[config.mk]
export PLATFORM = sky130hd
export DESIGN_NAME = ysyx_22050710_wb_stage
export DESIGN_NICKNAME = d
export VERILOG_FILES = /design/src/rtl/ysyx_22050710_wb_stage.sv
export SDC_FILE = /design/constraint.sdc
export NUM_CORES = 1
export LEC_CHECK = 0
export BUFFER_PORTS_ARGS = -buffer_cell sky130_fd_sc_hd__buf_2
export CORE_AREA = 2 2 345 347
export CTS_CLUSTER_SIZE = 25
export DETAILED_ROUTE_END_ITERATION = 16
export DIE_AREA = 0 0 347 349
export GPL_ROUTABILITY_DRIVEN = 0
export PLACE_DENSITY = 0.36
export SLEW_MARGIN = 25
export SYNTH_ARGS = -nofsm -noshare
export SYNTH_HDL_FRONTEND = slang
export SYNTH_SLANG_ARGS = --single-unit
[constraint.sdc]
create_clock -name i_clk -period 4.6 [get_ports i_clk]
set_input_delay 0.46 -clock i_clk [delete_from_list [all_inputs] [get_ports i_clk]]
set_output_delay 0.46 -clock i_clk [all_outputs]
set_load 0.05 [all_outputs]
[src/rtl/ysyx_22050710_wb_stage.sv]
`default_nettype none
// ============================================================================
// Module   : ysyx_22050710_wb_stage
// Purpose  : Writeback stage of the pipeline. It registers the instruction
//            handed over by the memory stage and, in the following cycle,
//            retires it. Retiring drives the GPR/CSR write ports and the
//            bypass bus back to decode, and bumps the retired-instruction
//            counter. When an ebreak retires, the stage halts and stays
//            halted until reset.
//
// Ports    : i_clk, i_rst_n           clock, asynchronous active-low reset
//            o_ws_allowin             stage can accept (low once halted)
//            i_ms_to_ws_valid/_bus    instruction from the memory stage
//            i_debug_ms_to_ws_bus     {inst, pc, dnpc, memen, memaddr}
//            o_gpr_*                  GPR write port
//            o_csr_*                  CSR write port
//            o_ws_to_ds_bypass_bus    {rd, gpr_data, csr, csr_data}
//            o_retire_cnt             64-bit retired-instruction counter
//            o_halt                   sticky ebreak-retired flag
//            o_commit_*               commit trace (difftest builds only)
//
// Config   : YSYX_22050710_DIFFTEST_EN enables the commit trace outputs and
//            the registered pc/dnpc. When undefined, the commit outputs are
//            tied to zero.
//
// Revision : 1.0  initial release
// ============================================================================
module ysyx_22050710_wb_stage #(
  parameter int WORD_WD         = 64,
  parameter int PC_WD           = 64,
  parameter int INST_WD         = 32,
  parameter int GPR_ADDR_WD     = 5,
  parameter int CSR_ADDR_WD     = 12,
  parameter int MS_TO_WS_BUS_WD = 147,
  parameter int BYPASS_BUS_WD   = 145,
  parameter int DEBUG_BUS_WD    = 225
) (
  input  logic                       i_clk,
  input  logic                       i_rst_n,
  output logic                       o_ws_allowin,
  input  logic                       i_ms_to_ws_valid,
  input  logic [MS_TO_WS_BUS_WD-1:0] i_ms_to_ws_bus,
  input  logic [DEBUG_BUS_WD-1:0]    i_debug_ms_to_ws_bus,
  output logic                       o_gpr_wen,
  output logic [GPR_ADDR_WD-1:0]     o_gpr_waddr,
  output logic [WORD_WD-1:0]         o_gpr_wdata,
  output logic                       o_csr_wen,
  output logic [CSR_ADDR_WD-1:0]     o_csr_waddr,
  output logic [WORD_WD-1:0]         o_csr_wdata,
  output logic [BYPASS_BUS_WD-1:0]   o_ws_to_ds_bypass_bus,
  output logic [63:0]                o_retire_cnt,
  output logic                       o_halt,
  output logic                       o_commit_valid,
  output logic [PC_WD-1:0]           o_commit_pc,
  output logic [PC_WD-1:0]           o_commit_dnpc,
  output logic [INST_WD-1:0]         o_commit_inst
);

  localparam logic [INST_WD-1:0] c_EBREAK = INST_WD'(32'h0010_0073);

  // --------------------------------------------------------------------------
  // Incoming bus fields
  // --------------------------------------------------------------------------
  logic                   w_in_gpr_wen;
  logic [GPR_ADDR_WD-1:0] w_in_rd;
  logic [WORD_WD-1:0]     w_in_gpr_result;
  logic                   w_in_csr_wen;
  logic [CSR_ADDR_WD-1:0] w_in_csr;
  logic [WORD_WD-1:0]     w_in_csr_result;

  assign {w_in_gpr_wen, w_in_rd, w_in_gpr_result,
          w_in_csr_wen, w_in_csr, w_in_csr_result} = i_ms_to_ws_bus;

  logic [INST_WD-1:0] w_dbg_inst;
  logic [PC_WD-1:0]   w_dbg_pc;
  logic [PC_WD-1:0]   w_dbg_dnpc;
  logic               w_dbg_memen;
  logic [WORD_WD-1:0] w_dbg_memaddr;

  assign {w_dbg_inst, w_dbg_pc, w_dbg_dnpc, w_dbg_memen, w_dbg_memaddr} =
         i_debug_ms_to_ws_bus;

  // --------------------------------------------------------------------------
  // Handshake: the stage always completes in one cycle, so it can accept
  // whenever it is not halted.
  // --------------------------------------------------------------------------
  logic r_ws_valid;
  logic r_halt;
  logic w_load;

  assign o_ws_allowin = !r_halt;
  assign w_load       = i_ms_to_ws_valid && o_ws_allowin;

  // --------------------------------------------------------------------------
  // Stage registers
  // --------------------------------------------------------------------------
  logic                   r_gpr_wen;
  logic [GPR_ADDR_WD-1:0] r_rd;
  logic [WORD_WD-1:0]     r_gpr_result;
  logic                   r_csr_wen;
  logic [CSR_ADDR_WD-1:0] r_csr;
  logic [WORD_WD-1:0]     r_csr_result;
  // The instruction word is kept in every build: halt detection needs it
  // even when the rest of the debug bus is not registered.
  logic [INST_WD-1:0]     r_inst;
  logic [63:0]            r_retire_cnt;

  always_ff @(posedge i_clk or negedge i_rst_n) begin
    if (!i_rst_n) begin
      r_ws_valid   <= 1'b0;
      r_halt       <= 1'b0;
      r_retire_cnt <= 64'd0;
    end else begin
      // Once halted, nothing new enters; whatever was accepted on the halting
      // edge still retires in the following cycle, then the stage drains.
      r_ws_valid <= o_ws_allowin ? i_ms_to_ws_valid : 1'b0;
      if (r_ws_valid) begin
        r_retire_cnt <= r_retire_cnt + 64'd1;
      end
      if (r_ws_valid && (r_inst == c_EBREAK)) begin
        r_halt <= 1'b1;
      end
    end
  end

  always_ff @(posedge i_clk or negedge i_rst_n) begin
    if (!i_rst_n) begin
      r_gpr_wen    <= 1'b0;
      r_rd         <= '0;
      r_gpr_result <= '0;
      r_csr_wen    <= 1'b0;
      r_csr        <= '0;
      r_csr_result <= '0;
      r_inst       <= '0;
    end else if (w_load) begin
      r_gpr_wen    <= w_in_gpr_wen;
      r_rd         <= w_in_rd;
      r_gpr_result <= w_in_gpr_result;
      r_csr_wen    <= w_in_csr_wen;
      r_csr        <= w_in_csr;
      r_csr_result <= w_in_csr_result;
      r_inst       <= w_dbg_inst;
    end
  end

  // --------------------------------------------------------------------------
  // Write ports and bypass (combinational from the stage registers)
  // --------------------------------------------------------------------------
  assign o_gpr_wen   = r_ws_valid && r_gpr_wen && (r_rd != '0);
  assign o_gpr_waddr = r_rd;
  assign o_gpr_wdata = r_gpr_result;

  assign o_csr_wen   = r_ws_valid && r_csr_wen;
  assign o_csr_waddr = r_csr;
  assign o_csr_wdata = r_csr_result;

  // Fields are masked by their own write enable so decode never forwards from
  // an instruction that does not write that destination.
  assign o_ws_to_ds_bypass_bus = r_ws_valid ?
         {({GPR_ADDR_WD{r_gpr_wen}} & r_rd),
          ({WORD_WD{r_gpr_wen}}     & r_gpr_result),
          ({CSR_ADDR_WD{r_csr_wen}} & r_csr),
          ({WORD_WD{r_csr_wen}}     & r_csr_result)} : '0;

  assign o_retire_cnt = r_retire_cnt;
  assign o_halt       = r_halt;

  // --------------------------------------------------------------------------
  // Commit trace
  // --------------------------------------------------------------------------
`ifdef YSYX_22050710_DIFFTEST_EN
  logic [PC_WD-1:0] r_pc;
  logic [PC_WD-1:0] r_dnpc;

  always_ff @(posedge i_clk or negedge i_rst_n) begin
    if (!i_rst_n) begin
      r_pc   <= '0;
      r_dnpc <= '0;
    end else if (w_load) begin
      r_pc   <= w_dbg_pc;
      r_dnpc <= w_dbg_dnpc;
    end
  end

  assign o_commit_valid = r_ws_valid;
  assign o_commit_pc    = r_pc;
  assign o_commit_dnpc  = r_dnpc;
  assign o_commit_inst  = r_inst;

  // Memory-access fields travel on the debug bus but are not traced here.
  logic w_unused_dbg;
  assign w_unused_dbg = ^{w_dbg_memen, w_dbg_memaddr};
`else
  assign o_commit_valid = 1'b0;
  assign o_commit_pc    = '0;
  assign o_commit_dnpc  = '0;
  assign o_commit_inst  = '0;

  logic w_unused_dbg;
  assign w_unused_dbg = ^{w_dbg_pc, w_dbg_dnpc, w_dbg_memen, w_dbg_memaddr};
`endif

endmodule
`default_nettype wire

# After elaboration in Yosys (flattened, before gate mapping)
# Index checks and enable logic that the tools add are counted.
dict set report word_totals {
  elab_cells 25
  output_inout_bits 519
  register_bits 245
  romBits 0
  latchBits 0
  in_bits 375
  memories 0
  ramBits 0
}
dict set report classes {
  n_addsub 1
  eq_ne 1
  bitwise 4
  div 0
  order_cmp 0
  n_reduce_logical 7
  muxes 2
  multipliers 0
  n_shift 0
}
# op n
set ops {}
lappend ops {{2-to-1 mux 145 bit} 1}
lappend ops {{AND 64 bit} 2}
lappend ops {{adder 64 x 1 -> 64 bit, second input constant} 1}
lappend ops {{== test 32 x 21 -> 1 bit, second input constant} 1}
lappend ops {{AND 12 bit} 1}
lappend ops {{AND 5 bit} 1}
lappend ops {{logical AND 1 bit} 5}
lappend ops {{nonzero test 5 bit} 1}
lappend ops {{logical NOT 1 bit} 1}
lappend ops {{2-to-1 mux 1 bit} 1}

# Depth between registers and ports, before layout
dict set report logic_depth {
  word_depth 2
  ltp_mapped 8
  mapped_depth_nobuf 6
}

# Worst setup path before layout
# No wires, ideal clock.
dict set report synth_timing {
  kind {register to register}
  start {register r_retire_cnt[0], in the netlist o_retire_cnt[0]}
  end {register r_retire_cnt[60], in the netlist o_retire_cnt[60]}
  t_required_ns 4.518
  period_less_slack_ns 2.520
  arrival_ns 2.438
  stages_incl_launch_ff 9
  path_buffers 2
  setup_time_ns 0.082
  slack_ns 2.080
  path_cell_list {dfrtp_1 ha_1 nand4_4 or2_1 buf_2 or4_4 buf_6 nor4_4 xor2_1}
}
dict set report synth_via {
  elab_chain_len 1
}
# element line
set synth_rtl {}
lappend synth_rtl {{from (decl)} 106} ;# logic [63:0] r_retire_cnt;
lappend synth_rtl {{from (signal assigned)} 118} ;# r_retire_cnt <= r_retire_cnt + 64'd1;
lappend synth_rtl {{adder 64 x 1 -> 64 bit} 118}
# No other way between the ends.
# A chain may end at the register's enable or synchronous reset.

# Final worst setup path
dict set report layout_timing {
  start {register r_csr_wen}
  end {output o_ws_to_ds_bypass_bus[61]}
}
dict set report layout_via {
  elab_chain_len 2
}
# element line
set layout_rtl {}
lappend layout_rtl {{from (decl)} 100} ;# logic r_csr_wen;
lappend layout_rtl {{from (signal assigned)} 139} ;# r_csr_wen <= w_in_csr_wen;
lappend layout_rtl {{AND 64 bit} 163} ;# ({WORD_WD{r_csr_wen}} & r_csr_result)} : '0;
lappend layout_rtl {{2-to-1 mux 145 bit} 159} ;# assign o_ws_to_ds_bypass_bus = r_ws_valid ?
lappend layout_rtl {{to (decl)} 50} ;# output logic [BYPASS_BUS_WD-1:0] o_ws_to_ds_bypass_bus,
# No other way between the ends.

==> results.json <==
{
  "status": "completed",
  "top_usage_layer": "met2",
  "seqPwrFrac": 0.352,
  "avgSynthCellArea_um2": 11.9,
  "synth_seq_cells": 245,
  "swShare": 0.396,
  "rrSetupSlack_ns": 1.89,
  "hold_class": "input port to register",
  "p_leak_nw": 8.55,
  "worstPathMaxFanout": 61,
  "cp-end-kind": "primary output",
  "fin_setup_tns_ns": 0,
  "die_area_um2": 121000,
  "routed_via_density": 3.05,
  "p_int_w": 0.00440,
  "holdPathStages": 2,
  "synth_top_family_by_area": "multiplexers",
  "fp.dieW_um": 347,
  "slew_violations": 0,
  "routed_wl_um": 56400,
  "hold_start": "i_ms_to_ws_bus[29]",
  "die_h_um": 349,
  "muxShareOfSynthArea": 0.170,
  "grt_pass1_vias": 9427,
  "synth_edf_count": 0,
  "power_switching_w": 0.00288,
  "syn_to_final_growth_pct": 42.9,
  "p_clk_frac": 0.375,
  "nFillCells": 13353,
  "drt.antenna.violating_nets": 0,
  "synth_xor_area_frac": 0.0462,
  "clock_insertion_delay_worst_skew_ns": 0.58,
  "synth.distinct_cells": 35,
  "grt_max_degree": 136,
  "use_met1": 0.115,
  "reg2reg_depth": 5,
  "power_w": 0.00728,
  "max-vdd-ir-drop_v": 0.000227,
  "worst_pin_slew_ns": 0.978,
  "drive_gt1_frac": 0.510,
  "grt_overflow_total": 0,
  "drcViolationCount": 0,
  "rows": 126,
  "yosysWarnings": 0,
  "post-place-cells": 3036,
  "cts_tree": "yes",
  "r2r_end": "o_retire_cnt[56]",
  "fin_crit_sh": 0.663,
  "pre_cts_ws_ns": 1.75,
  "place_hpwl_um": 45500,
  "cts_buffer_depth": 3,
  "htreeDepth": 2,
  "grt_util_all_layers": 0.0903,
  "design_area_um2": 17100,
  "cp_slowest_cell": "dfrtp_2",
  "hold_end": "o_csr_wdata[29]",
  "crit_type": "register to primary output",
  "antenna_found_initial": 20,
  "cts_root_buf": "clkbuf_16",
  "synthSimpleGateAreaFrac": 0.146,
  "grt_pass1_wl_um": 76600,
  "layout.cells.non_filler": 3103,
  "grt_use_met3": 0.0488,
  "drt_iter0_markers": 354,
  "worstPathCellList": "buf_4 -> and3_1 -> buf_2",
  "wl_per_cell_um": 18.2,
  "firstDrtPassIters": 4,
  "cts_resized": 0,
  "worstPathRequired_ns": 4.14,
  "io_pins": 894,
  "placed_cell_area_um2": 15900,
  "reg2reg_from": "o_retire_cnt[32]",
  "core_um2": 117000,
  "timing.fmax_mhz": 328,
  "p_per_area_nw_per_um2": 426,
  "use_met2": 0.131,
  "yosys.area_share.adder": 0.00105,
  "cp.arrival_ns": 2.59,
  "synth_compound_area_frac": 0.00115,
  "nets": 1914,
  "finalSetupViolations": 0,
  "start_kind": "register",
  "finClkSkew_ns": 0.0322,
  "slew_headroom": 0.348,
  "yosysSeqAreaShare": 0.513,
  "syn_inst": 1005,
  "clock_sinks": 245,
  "dr_total_vias": 9469,
  "rsz0062_at_grt": "false",
  "cap_violations": 0,
  "synth_ff_type": "dfrtp_1",
  "combinationalPowerShare": 0.273,
  "seq_area_um2": 6140,
  "start_util": 0.102,
  "clk_pin_slew_ns": 0.06,
  "multi_input_area_um2": 4960,
  "setup_slack_ns": 1.55,
  "finalCriticalPeriod_ns": 3.05,
  "io_buffers": 539,
  "synth-async-reset-ratio": 1.00,
  "max_stage_delay_ns": 0.99,
  "hold_viol_final": 0,
  "syn_area_um2": 12000,
  "numCtsBuffers": 35
}
==> metrics by stage <==
stage | util | hold slack (ns)
detailed placement | 0.136 | 0.467
floorplan | - | 0.164
global placement | 0.136 | 0.456
CTS | 0.145 | 0.0297
global route | 0.145 | 0.0475
finish | 0.145 | 0.105
==> cells by family (layout without fill, tap and decap cells) <==
group,after synthesis,count (layout)
muxes,180,180
xor gates and xnor gates,63,63
DFF,245,245
adders and majority gates,1,1
and+or+nand+nor,287,287
buffers and inverters,226,625
AOI/OAI and AO/OA,2,2
other,1,164
==> placed cells by master (no fill, tap or decap), types with 5 or more instances in the layout <==
cell type  netlist  layout
nor4_1           7       7
and3_1         152     152
nor2_1          18      18
nand2_1         24      24
clkbuf_8         0       5
buf_12           0       5
inv_1            9       9
nand3_1         31      31
xnor2_1         43      43
conb_1           1     161
nor3_1          11      11
clkbuf_1        51      12
and4_1           6       6
buf_2            2     538
buf_4          162       8
mux2_2         180     180
dfrtp_1        245     242
clkbuf_16        0      35
xor2_1          20      20
nand4_1         17      17
==> cell type report <==
| class | count | share of cell area |
|---|---|---|
| sequential | 245 | 0.359 |
| multi-input combinational | 694 | 0.291 |
| timing repair buffer | 553 | 0.168 |
| tap | 1536 | 0.112 |
| clock buffer | 52 | 0.0579 |
| clock inverter | 11 | 0.00901 |
| inverter | 9 | 0.00198 |
| antenna | 3 | 0.000439 |
==> synthesized netlist by cell type, types with 2 or more instances <==
master | number | area, um2
nor4_1 | 7 | 43.8
dfrtp_1 | 245 | 6130
and2_1 | 3 | 18.8
buf_4 | 162 | 1220
xnor2_1 | 43 | 377
inv_1 | 9 | 33.8
nand4_1 | 17 | 106
nand3_1 | 31 | 155
mux2_2 | 180 | 2030
and4_1 | 6 | 52.6
or4_1 | 3 | 22.5
nor4_4 | 2 | 42.5
nand2_1 | 24 | 90.1
buf_2 | 2 | 10.0
and3_1 | 152 | 951
xor2_1 | 20 | 175
nor4_2 | 3 | 37.5
or4_4 | 2 | 22.5
nor3_1 | 11 | 55.1
nor2_1 | 18 | 67.6
clkbuf_1 | 51 | 191
==> layer usage <==
metal	vias to the layer above	part of all wire
li1	4253	-
met1	4571	0.43
met2	538	0.42
met3	81	0.13
met4	26	0.021
met5	-	0.0025
==> timing repair <==
item,in CTS,in global routing
setup buffers,0,0
hold endpoints to repair,83,0
hold buffers,1,0
==> worst max-delay path by stage <==
stage / start / to / slack, ns
after floorplan: o_retire_cnt[0] / o_retire_cnt[60] / 2.08
after detailed placement: o_retire_cnt[32] / o_retire_cnt[56] / 1.75
after CTS: r_csr_wen / o_ws_to_ds_bypass_bus[52] / 1.40
final: r_csr_wen / o_ws_to_ds_bypass_bus[61] / 1.55
after global routing: r_csr_wen / o_ws_to_ds_bypass_bus[55] / 1.31
after global placement: o_retire_cnt[32] / o_retire_cnt[56] / 1.76
==> power groups by stage <==
| stage | clock network (W) | registers (W) | logic [W] |
|---|---|---|---|
| global route | 0.00297 | 0.00260 | 0.00209 |
| detailed placement | 0 | 0.00260 | 0.00202 |
| finish | 0.00273 | 0.00256 | 0.00199 |
| CTS | 0.00289 | 0.00257 | 0.00202 |
| floorplan | 0 | 0.00307 | 0.00102 |
| global placement | 0 | 0.00260 | 0.00202 |
==> registers in the layout, indices dropped and copies added, names as in the netlist <==
signal	cells
o_csr_waddr	12
r_csr_wen	1
r_ws_valid	1
o_gpr_wdata	64
o_gpr_waddr	5
o_csr_wdata	64
r_gpr_wen	1
r_inst	32
o_retire_cnt	64
o_halt	1
==> critical path: cells and delay by family (launching register included) <==
| family | cells | cell delay (ns) |
|---|---|---|
| and+or+nand+nor | 1 | 0.27 |
| buffers and inverters | 2 | 0.74 |
| DFF | 1 | 0.99 |
Power figures use the tool's default switching activity.
